**src/rtl/image_pkg.sv**
```systemverilog
// Shared BMP constants and reader state encoding for the image read stream.
package image_pkg;

  localparam int unsigned BMP_HEADER_NUM = 54;
  localparam logic [7:0]  BMP_SIG0       = 8'd66;
  localparam logic [7:0]  BMP_SIG1       = 8'd77;
  localparam int unsigned OFS_WIDTH      = 18;
  localparam int unsigned OFS_HEIGHT     = 22;
  localparam int unsigned OFS_BPP        = 28;
  localparam logic [15:0] BMP_BPP        = 16'd24;

  typedef enum logic [2:0] {
    ST_IDLE,
    ST_HDR,
    ST_FETCH,
    ST_OUT,
    ST_DONE
  } state_t;

endpackage

```
**src/rtl/bmp_header_parser.sv**
```systemverilog
// Captures signature, width, height and bpp from the streamed BMP header and
// flags whether the header describes a frame this reader can handle.
module bmp_header_parser
  import image_pkg::*;
#(
  parameter int unsigned HDR_NUM    = BMP_HEADER_NUM,
  parameter int unsigned MAX_WIDTH  = 768,
  parameter int unsigned MAX_HEIGHT = 512
) (
  input  logic        HCLK,
  input  logic        HRESET,
  input  logic        clr,
  input  logic        rd,
  input  logic [31:0] addr,
  input  logic [7:0]  rdata,
  output logic [31:0] width,
  output logic [31:0] height,
  output logic        last_c,
  output logic        ok_c
);

  logic        vld_q;
  logic [31:0] idx_q;
  logic [7:0]  sig0_q;
  logic [7:0]  sig1_q;
  logic [15:0] bpp_q;

  // Read data trails the strobe by one cycle, so the address is delayed with it.
  always_ff @(posedge HCLK or posedge HRESET) begin
    if (HRESET) begin
      vld_q  <= 1'b0;
      idx_q  <= '0;
      sig0_q <= '0;
      sig1_q <= '0;
      bpp_q  <= '0;
      width  <= '0;
      height <= '0;
    end else begin
      vld_q <= rd;
      idx_q <= addr;
      if (clr) begin
        sig0_q <= '0;
        sig1_q <= '0;
        bpp_q  <= '0;
        width  <= '0;
        height <= '0;
      end else if (vld_q) begin
        case (idx_q)
          32'd0:                  sig0_q        <= rdata;
          32'd1:                  sig1_q        <= rdata;
          32'(OFS_WIDTH):         width[7:0]    <= rdata;
          32'(OFS_WIDTH + 1):     width[15:8]   <= rdata;
          32'(OFS_WIDTH + 2):     width[23:16]  <= rdata;
          32'(OFS_WIDTH + 3):     width[31:24]  <= rdata;
          32'(OFS_HEIGHT):        height[7:0]   <= rdata;
          32'(OFS_HEIGHT + 1):    height[15:8]  <= rdata;
          32'(OFS_HEIGHT + 2):    height[23:16] <= rdata;
          32'(OFS_HEIGHT + 3):    height[31:24] <= rdata;
          32'(OFS_BPP):           bpp_q[7:0]    <= rdata;
          32'(OFS_BPP + 1):       bpp_q[15:8]   <= rdata;
          default: ;
        endcase
      end
    end
  end

  assign last_c = vld_q && (idx_q == 32'(HDR_NUM - 1));

  assign ok_c = (sig0_q == BMP_SIG0) && (sig1_q == BMP_SIG1) && (bpp_q == BMP_BPP) &&
                (width != 32'd0) && (height != 32'd0) &&
                (width <= 32'(MAX_WIDTH)) && (height <= 32'(MAX_HEIGHT));

endmodule

```
**src/rtl/image_read_stream.sv**
```systemverilog
// Reads a 24-bit BMP from a byte buffer and streams pixels top-down with a
// valid/ready handshake. Define IMAGE_READ_PADDING_EN for 4-byte padded rows.
module image_read_stream
  import image_pkg::*;
#(
  parameter int unsigned MAX_WIDTH      = 768,
  parameter int unsigned MAX_HEIGHT     = 512,
  parameter int unsigned BMP_HEADER_NUM = image_pkg::BMP_HEADER_NUM
) (
  input  logic        HCLK,
  input  logic        HRESET,
  input  logic        start,
  output logic        mem_rd,
  output logic [31:0] mem_addr,
  input  logic [7:0]  mem_rdata,
  output logic [31:0] width,
  output logic [31:0] height,
  output logic [10:0] row,
  output logic [10:0] col,
  output logic [7:0]  DATA_R,
  output logic [7:0]  DATA_G,
  output logic [7:0]  DATA_B,
  output logic        pix_valid,
  input  logic        pix_ready,
  output logic        busy,
  output logic        frame_done,
  output logic        hdr_err
);

  state_t      state_q, state_n;
  logic [1:0]  ph_q, ph_n;
  logic [7:0]  b_q, b_n, g_q, g_n;
  logic        mem_rd_n, pix_valid_n, busy_n, frame_done_n, hdr_err_n;
  logic [31:0] mem_addr_n, stride_c;
  logic [10:0] row_n, col_n, nrow_c, ncol_c;
  logic [7:0]  data_r_n, data_g_n, data_b_n;
  logic        hdr_last_c, hdr_ok_c, col_wrap_c, last_px_c;

  bmp_header_parser #(
    .HDR_NUM    (BMP_HEADER_NUM),
    .MAX_WIDTH  (MAX_WIDTH),
    .MAX_HEIGHT (MAX_HEIGHT)
  ) u_hdr (
    .HCLK   (HCLK),
    .HRESET (HRESET),
    .clr    (start && (state_q == ST_IDLE)),
    .rd     (mem_rd && (state_q == ST_HDR)),
    .addr   (mem_addr),
    .rdata  (mem_rdata),
    .width  (width),
    .height (height),
    .last_c (hdr_last_c),
    .ok_c   (hdr_ok_c)
  );

`ifdef IMAGE_READ_PADDING_EN
  assign stride_c = (32'd3 * width + 32'd3) & ~32'd3;
`else
  assign stride_c = 32'd3 * width;
`endif

  // BMP rows are stored bottom-up; output row 0 is the last stored row.
  function automatic logic [31:0] pix_addr(input logic [31:0] stride, input logic [31:0] h,
                                           input logic [10:0] r, input logic [10:0] c);
    return 32'(BMP_HEADER_NUM) + stride * (h - 32'd1 - 32'(r)) + 32'd3 * 32'(c);
  endfunction

  assign col_wrap_c = (32'(col) == width - 32'd1);
  assign last_px_c  = col_wrap_c && (32'(row) == height - 32'd1);
  assign nrow_c     = col_wrap_c ? row + 11'd1 : row;
  assign ncol_c     = col_wrap_c ? 11'd0 : col + 11'd1;

  always_comb begin
    state_n      = state_q;
    ph_n         = ph_q;
    b_n          = b_q;
    g_n          = g_q;
    mem_rd_n     = 1'b0;
    mem_addr_n   = mem_addr;
    row_n        = row;
    col_n        = col;
    data_r_n     = DATA_R;
    data_g_n     = DATA_G;
    data_b_n     = DATA_B;
    pix_valid_n  = pix_valid;
    frame_done_n = 1'b0;
    hdr_err_n    = 1'b0;
    case (state_q)
      ST_IDLE: begin
        if (start) begin
          state_n    = ST_HDR;
          mem_rd_n   = 1'b1;
          mem_addr_n = 32'd0;
          row_n      = 11'd0;
          col_n      = 11'd0;
        end
      end
      ST_HDR: begin
        if (mem_rd && (mem_addr != 32'(BMP_HEADER_NUM - 1))) begin
          mem_rd_n   = 1'b1;
          mem_addr_n = mem_addr + 32'd1;
        end
        if (hdr_last_c) begin
          if (!hdr_ok_c) begin
            hdr_err_n = 1'b1;
            state_n   = ST_IDLE;
          end else begin
            state_n    = ST_FETCH;
            mem_rd_n   = 1'b1;
            mem_addr_n = pix_addr(stride_c, height, 11'd0, 11'd0);
            ph_n       = 2'd0;
          end
        end
      end
      // Phases: issue B, issue G, issue R, then R lands and the pixel is presented.
      ST_FETCH: begin
        case (ph_q)
          2'd0: begin
            mem_rd_n   = 1'b1;
            mem_addr_n = mem_addr + 32'd1;
            ph_n       = 2'd1;
          end
          2'd1: begin
            mem_rd_n   = 1'b1;
            mem_addr_n = mem_addr + 32'd1;
            b_n        = mem_rdata;
            ph_n       = 2'd2;
          end
          2'd2: begin
            g_n  = mem_rdata;
            ph_n = 2'd3;
          end
          default: begin
            data_b_n    = b_q;
            data_g_n    = g_q;
            data_r_n    = mem_rdata;
            pix_valid_n = 1'b1;
            state_n     = ST_OUT;
          end
        endcase
      end
      ST_OUT: begin
        if (pix_ready) begin
          pix_valid_n = 1'b0;
          if (last_px_c) begin
            state_n      = ST_DONE;
            frame_done_n = 1'b1;
          end else begin
            state_n    = ST_FETCH;
            row_n      = nrow_c;
            col_n      = ncol_c;
            mem_rd_n   = 1'b1;
            mem_addr_n = pix_addr(stride_c, height, nrow_c, ncol_c);
            ph_n       = 2'd0;
          end
        end
      end
      ST_DONE: state_n = ST_IDLE;
      default: state_n = ST_IDLE;
    endcase
    busy_n = (state_n != ST_IDLE);
  end

  always_ff @(posedge HCLK or posedge HRESET) begin
    if (HRESET) begin
      state_q    <= ST_IDLE;
      ph_q       <= '0;
      b_q        <= '0;
      g_q        <= '0;
      mem_rd     <= 1'b0;
      mem_addr   <= '0;
      row        <= '0;
      col        <= '0;
      DATA_R     <= '0;
      DATA_G     <= '0;
      DATA_B     <= '0;
      pix_valid  <= 1'b0;
      busy       <= 1'b0;
      frame_done <= 1'b0;
      hdr_err    <= 1'b0;
    end else begin
      state_q    <= state_n;
      ph_q       <= ph_n;
      b_q        <= b_n;
      g_q        <= g_n;
      mem_rd     <= mem_rd_n;
      mem_addr   <= mem_addr_n;
      row        <= row_n;
      col        <= col_n;
      DATA_R     <= data_r_n;
      DATA_G     <= data_g_n;
      DATA_B     <= data_b_n;
      pix_valid  <= pix_valid_n;
      busy       <= busy_n;
      frame_done <= frame_done_n;
      hdr_err    <= hdr_err_n;
    end
  end

endmodule

```
**config.mk**
```make
export PLATFORM = sky130hd
export DESIGN_NAME = image_read_stream
export DESIGN_NICKNAME = d
export VERILOG_FILES = /design/src/rtl/image_pkg.sv /design/src/rtl/bmp_header_parser.sv /design/src/rtl/image_read_stream.sv
export SDC_FILE = /design/constraint.sdc
export NUM_CORES = 2
export LEC_CHECK = 0
export BUFFER_PORTS_ARGS = -buffer_cell sky130_fd_sc_hd__buf_2
export CAP_MARGIN = 20
export CORE_ASPECT_RATIO = 0.9
export CORE_MARGIN = 2
export CORE_UTILIZATION = 50
export CTS_CLUSTER_SIZE = 24
export DETAILED_ROUTE_END_ITERATION = 16
export PLACE_DENSITY = 0.69
export RECOVER_POWER = 25
export SYNTH_ARGS = -nofsm -noshare
export SYNTH_HDL_FRONTEND = slang
export SYNTH_HIERARCHICAL = 1
export SYNTH_SLANG_ARGS = --single-unit
export TNS_END_PERCENT = 50
```
**constraint.sdc**
```tcl
create_clock -name HCLK -period 13.5 [get_ports HCLK]
set_input_delay 1.35 -clock HCLK [delete_from_list [all_inputs] [get_ports HCLK]]
set_output_delay 1.35 -clock HCLK [all_outputs]
set_load 0.005 [all_outputs]
```
## Yosys cells after proc, flatten, opt, wreduce, memory -nomap -nowiden

Index checks and enable logic that the tools add are counted.

- Output and inout port bits: 147
- Register bits after elaboration: 233
- Word-level logic and storage cells: 200

- Muxes and demuxes: 69
- Add/sub/neg operators: 9
- Bitwise gates (word level): 1
- Reduce and logical (&&, ||, !) cells: 55
- Order comparisons: 2
- Multiply operators: 4
- Equality and inequality tests: 31

Operators with widths:

| cell | number |
|---|---|
| two-way mux 32 bit | 11 |
| equality test 32 x 5 -> 1 bit, second input constant | 10 |
| two-way mux 8 bit | 16 |
| one-hot mux 32 bit (4 select lines) | 1 |
| two-way mux 11 bit | 7 |
| adder 6 x 32 -> 32 bit, first input constant | 2 |
| equality test 11 x 32 -> 1 bit | 2 |
| <= comparator 32 x 10 -> 1 bit, second input constant | 2 |
| multiplier 32 x 32 -> 32 bit | 2 |
| nonzero test 32 bit | 2 |
| subtractor 32 x 1 -> 32 bit, second input constant | 2 |
| one-hot mux 11 bit (2 select lines) | 2 |
| adder 32 x 1 -> 32 bit, second input constant | 1 |
| adder 32 x 13 -> 32 bit | 1 |
| equality test 32 x 1 -> 1 bit, second input constant | 1 |
| equality test 32 x 6 -> 1 bit, second input constant | 1 |
| zero test 32 bit | 1 |
| multiplier 2 x 32 -> 32 bit, first input constant | 1 |
| two-way mux 16 bit | 2 |
| inequality test 32 x 6 -> 1 bit, second input constant | 1 |
| subtractor 32 x 11 -> 32 bit | 1 |
| AND reduction 2 bit | 15 |
| nonzero test 2 bit | 15 |
| adder 11 x 1 -> 11 bit, second input constant | 2 |
| other kinds (28) | 70 |

## Logic depth before layout (Yosys ltp)

- Depth after elaboration: 11
- Mapped depth: 52

## Hierarchy

Netlist, hierarchy kept.

By module, submodules not included:

| module | instances | cells each | seq. area each (µm²) | area each (µm²) |
|---|---|---|---|---|
| image_read_stream | 1 | 5282 | 2602.5 | 44049.7 |
| bmp_header_parser | 1 | 437 | 3228.1 | 5594.1 |

## Least setup slack after synthesis

OpenSTA, ideal clock, no wires.

- Kind: register to register
- Start: reg u_hdr.width[0]
- End: reg mem_addr[31]
- Setup slack: 0.828 ns
- Data arrival time: 12.582 ns
- Cell stages (with the launch flop): 51
- Clock period less this slack: 12.672 ns
- Path buffers: 5
- Data required time: 13.410 ns
- Cell sequence: dfrtp_1 > inv_1 > clkbuf_1 > clkbuf_1 > ha_1 > nand3_1 > or4_1 > nor3_1 > nand2_1 > a21boi_0 > xnor2_1 > and4_1 > clkbuf_1 > buf_1 > xor2_1 > ha_1 > nor2b_1 > o31a_1 > [... 15 more ...] > inv_1 > fa_1 > inv_1 > ha_1 > a21o_1 > a21o_1 > a21oi_1 > nor2_1 > a211oi_1 > o41ai_1 > a211oi_1 > o21ai_0 > a21o_1 > a21oi_1 > xnor2_1 > xnor3_1 > or3b_1 > o2111ai_1

- Cells in the longest elaborated chain, start to end: 10

RTL lines:

| what | RTL line | text |
|---|---|---|
| from (decl) | bmp_header_parser.sv:16 | `output logic [31:0] width,` |
| from (signal assigned) | bmp_header_parser.sv:51 | `32'(OFS_WIDTH): width[7:0] <= rdata;` |
| subtractor 32 x 1 -> 32 bit | image_read_stream.sv:68 | `assign col_wrap_c = (32'(col) == width - 32'd1);` |
| equality test 11 x 32 -> 1 bit | image_read_stream.sv:68 |  |
| two-way mux 11 bit | image_read_stream.sv:70 | `assign nrow_c = col_wrap_c ? row + 11'd1 : row;` |
| subtractor 32 x 11 -> 32 bit | image_read_stream.sv:65 | `return 32'(BMP_HEADER_NUM) + stride * (h - 32'd1 - 32'(r)) + 32'd3 * 32'(c);` |
| multiplier 32 x 32 -> 32 bit | image_read_stream.sv:65 |  |
| adder 6 x 32 -> 32 bit | image_read_stream.sv:65 |  |
| adder 32 x 13 -> 32 bit | image_read_stream.sv:65 |  |
| two-way mux 32 bit | image_read_stream.sv:145 | `if (last_px_c) begin` |
| two-way mux 32 bit | image_read_stream.sv:143 | `if (pix_ready) begin` |
| one-hot mux 32 bit (4 select lines) | image_read_stream.sv:88 | `case (state_q)` |
| to (signal assigned) | image_read_stream.sv:187 | `mem_addr <= mem_addr_n;` |
| to (decl) | image_read_stream.sv:14 | `output logic [31:0] mem_addr,` |

Parallel ways exist; a longest one is shown, timed or not. The select of a mux whose other input is x is not followed.
A chain may end at the register's enable or synchronous reset.

## Worst setup path after layout

- Start: reg u_hdr.width[4]
- End: reg mem_addr[31]

The elaborated chain is that of the path after synthesis.

==> impl_metrics.py <==
metrics = {
    "status": {
        "status": "complete, but fails checks",
        "violations": "capacitance limit, slew limit",
    },
    "sta": {
        "hold_ws_ns": 0.5026,
        "hold_viol": 0,
        "finalSetupTns_ns": 0,
        "fin_crit_sh_pct": 95.81,
        "slew_headroom_pct": -96.84,
        "clock.fmax_mhz": 77.31,
        "timing.final.crit_period_ns": 12.93,
        "setup_violations": 0,
        "tightest_slew_ns": 2.953,
        "finClkSkew_ns": 0.02774,
        "slew_violations": 133,
    },
    "clock_network": {
        "cts_root_buf": "clkbuf_16",
        "hold_buffers": 0,
        "h-tree-depth": 1,
        "path_clk_slew_ns": 0.07,
        "cts_tree": "yes",
        "cts.sinks": 233,
        "clockBufferDepth": 3,
        "cts_buffers": 23,
        "clk_latency_ns": 0.56,
    },
    "drt": {
        "wl_um": 170100,
        "first_pass_iters": 6,
        "first_iter_violations": 4081,
        "vias": 40900,
        "wl_per_cell_um": 23.80,
        "ant_nets": 0,
        "vias_per_cell": 5.722,
        "drc_errors": 0,
    },
    "worst_setup_path": {
        "start_kind": "flip-flop",
        "crit_path_max_incr_delay_ns": 0.68,
        "critPathSlowestCell": "or4b_2",
        "required_ns": 13.98,
        "crit_path_frequent_cell": "fa_1",
        "crit_arrival_ns": 13.42,
        "critPathCaptureType": "flip-flop",
        "path_class": "reg2reg",
        "worstPathMaxFanout": 14,
    },
    "grt": {
        "grt_pass1_vias": 41530,
        "antenna_found_initial": 3,
        "grt-ovfl-total": 0,
        "grt_pass1_wl_um": 257900,
        "grt_start_max_net_pins": 106,
        "grt_usage_pct": 33.96,
    },
    "floorplan": {
        "dieWidth_um": 336.1,
        "dieArea_mm2": 0.1018,
        "ios": 159,
        "rows": 109,
        "die_y_um": 302.9,
        "initial_core_util_pct": 50.49,
        "core_mm2": 0.09833,
    },
    "logic_synthesis": {
        "async_flop_share_pct": 100.0,
        "yosysSeqAreaShare_pct": 11.74,
        "synth_seq_cells": 233,
        "synth_top_cell_area_share_pct": 34.20,
        "yosysWarnings": 6,
        "synth_nets": 6979,
        "syn_area_per_cell_um2": 8.681,
        "synth_ff_type": "dfrtp_1",
        "syn-instance-count": 5719,
        "yosys.area.top_type": "fa_1",
        "syn_area_mm2": 0.04964,
        "synth_area_leaders": "fa_1 34%, dfrtp_1 12%, ha_1 10%",
        "synth_edf_count": 0,
        "synth.distinct_cells": 89,
    },
    "placed_design": {
        "hpwl_um": 132800,
        "portBuffers": 158,
        "gp_congestion": 0.9901,
    },
    "flow_run": {
        "maxCapViolCount": 3,
    },
    "layout": {
        "final_common_cell": "inv_1",
        "multi_input_area_mm2": 0.03899,
        "antenna_cells": 0,
        "ff_latch_area_mm2": 0.005833,
        "final_nets": 7061,
        "most-common-layout-cells": "1141 x inv_1, 847 x fa_1, 789 x nand2_1, 426 x nor2_1, 399 x ha_1",
        "drive_gt1_share_pct": 8.716,
        "fillCellCount": 9046,
        "area_growth_pct": 7.869,
        "final_core_util_pct": 54.46,
    },
    "worst_hold_path": {
        "worstHoldPathType": "reg2reg",
    },
}
-- cells in the mapped netlist, types with 7 or more instances --
library cell	n
o31ai_1	11
buf_1	10
a21o_1	31
clkbuf_1	242
and3_1	23
o21a_1	23
and4_1	10
xor2_1	91
and2_1	100
nand2b_1	135
o22ai_1	12
xnor2_1	226
o211ai_1	14
nand3_1	91
a221oi_1	7
ha_1	400
nor2b_1	35
nand2_1	789
nor3_1	53
o21bai_1	18
inv_1	1144
o21ai_0	138
o41ai_1	7
or2_2	10
nor2_1	428
a21oi_1	140
xnor3_1	14
nand4_1	36
nor4b_1	10
nor4_1	48
a31oi_1	16
mux2i_1	106
fa_1	848
a211oi_1	18
mux2_2	41
nand3b_1	11
or3_1	13
or4_1	10
o31a_1	7
dfrtp_1	233
nor3b_1	8
-- cells by family after synthesis --
logic type / after synthesis / synth area share, %
AO/OA/AOI/OAI: 499 / 6.273
XOR/XNOR: 339 / 6.538
adder cells (fa/ha/maj): 1248 / 44.28
buffers and inverters: 1405 / 10.68
flip-flops: 233 / 11.74
multiplexers: 148 / 3.098
AND/OR/NAND/NOR: 1847 / 17.39
-- stage by stage --
stage                     worst slack (ns)  cell area [um^2]  instances
final                               0.5652             53550       7149
after floorplan                     0.8282             49640       5719
after detailed placement           0.04270             52640       7103
after CTS                          0.02041             53420       7144
after global routing              -0.08693             53550       7149
after global placement              0.2781             52630       7102
-- cell type report --
cell class | instances | area share, %
well taps | 1332 | 3.112
inverters | 1146 | 8.038
clock inverters | 11 | 0.2617
repair buffers | 316 | 3.682
multi-input cells | 4081 | 72.81
flip-flops and latches | 233 | 10.89
clock buffers | 30 | 1.199
-- path summary, 6_finish.rpt --
kind	from	endpoint	slack (ns)	depth (start not counted)
hold reg to reg	DATA_G[5]	DATA_G[5]	0.50	1
min in group asynchronous	HRESET	u_hdr/idx_q[5]	1.11	2
setup / recovery	u_hdr/width[4]	mem_addr[31]	0.57	49
setup reg to reg	u_hdr/width[4]	mem_addr[31]	0.57	49
hold / removal	DATA_G[5]	DATA_G[5]	0.50	1
max in group asynchronous	HRESET	u_hdr/width[0]	8.85	4
-- flip-flops by register name, summed over array words and instances (netlist names) --
register,count
DATA_B,8
DATA_G,8
DATA_R,8
b_q,8
busy,1
col,11
frame_done,1
g_q,8
hdr_err,1
mem_addr,32
mem_rd,1
ph_q,2
pix_valid,1
row,11
state_q,3
u_hdr/bpp_q,16
u_hdr/height,32
u_hdr/idx_q,32
u_hdr/sig0_q,8
u_hdr/sig1_q,8
u_hdr/vld_q,1
u_hdr/width,32
-- timing repair --
action | 4_1_cts | 5_1_grt
hold endpoints to repair | 0 | 0
gates resized for setup | 0 | 19
buffers inserted | 0 | 2
endpoints found under the setup margin | 0 | 3
-- routing by layer --
metal  wire length [um]  part of all wire [%]  track usage [%]  vias up
li1                   -                     -                -    17710
met1              66850                    39            45.33    20580
met2              74300                    44            52.49     2156
met3              18940                    11            8.456      462
met4              10030                   5.9            15.23        2
met5                  8                0.0047                0        -
-- critical path, delay by kind of cell (launching register included) --
kind / cells / cell delay, ns
muxes: 1 / 0.18
DFF: 1 / 0.46
buffers and inverters: 7 / 0.72
AOI/OAI and AO/OA: 13 / 2.92
adders and majority gates: 11 / 4.36
xor gates and xnor gates: 4 / 0.78
and+or+nand+nor: 13 / 3.41
Power is left out: the tool's default activity adds up to more than one toggle a clock period on the data nets, which glitch-free logic cannot reach.
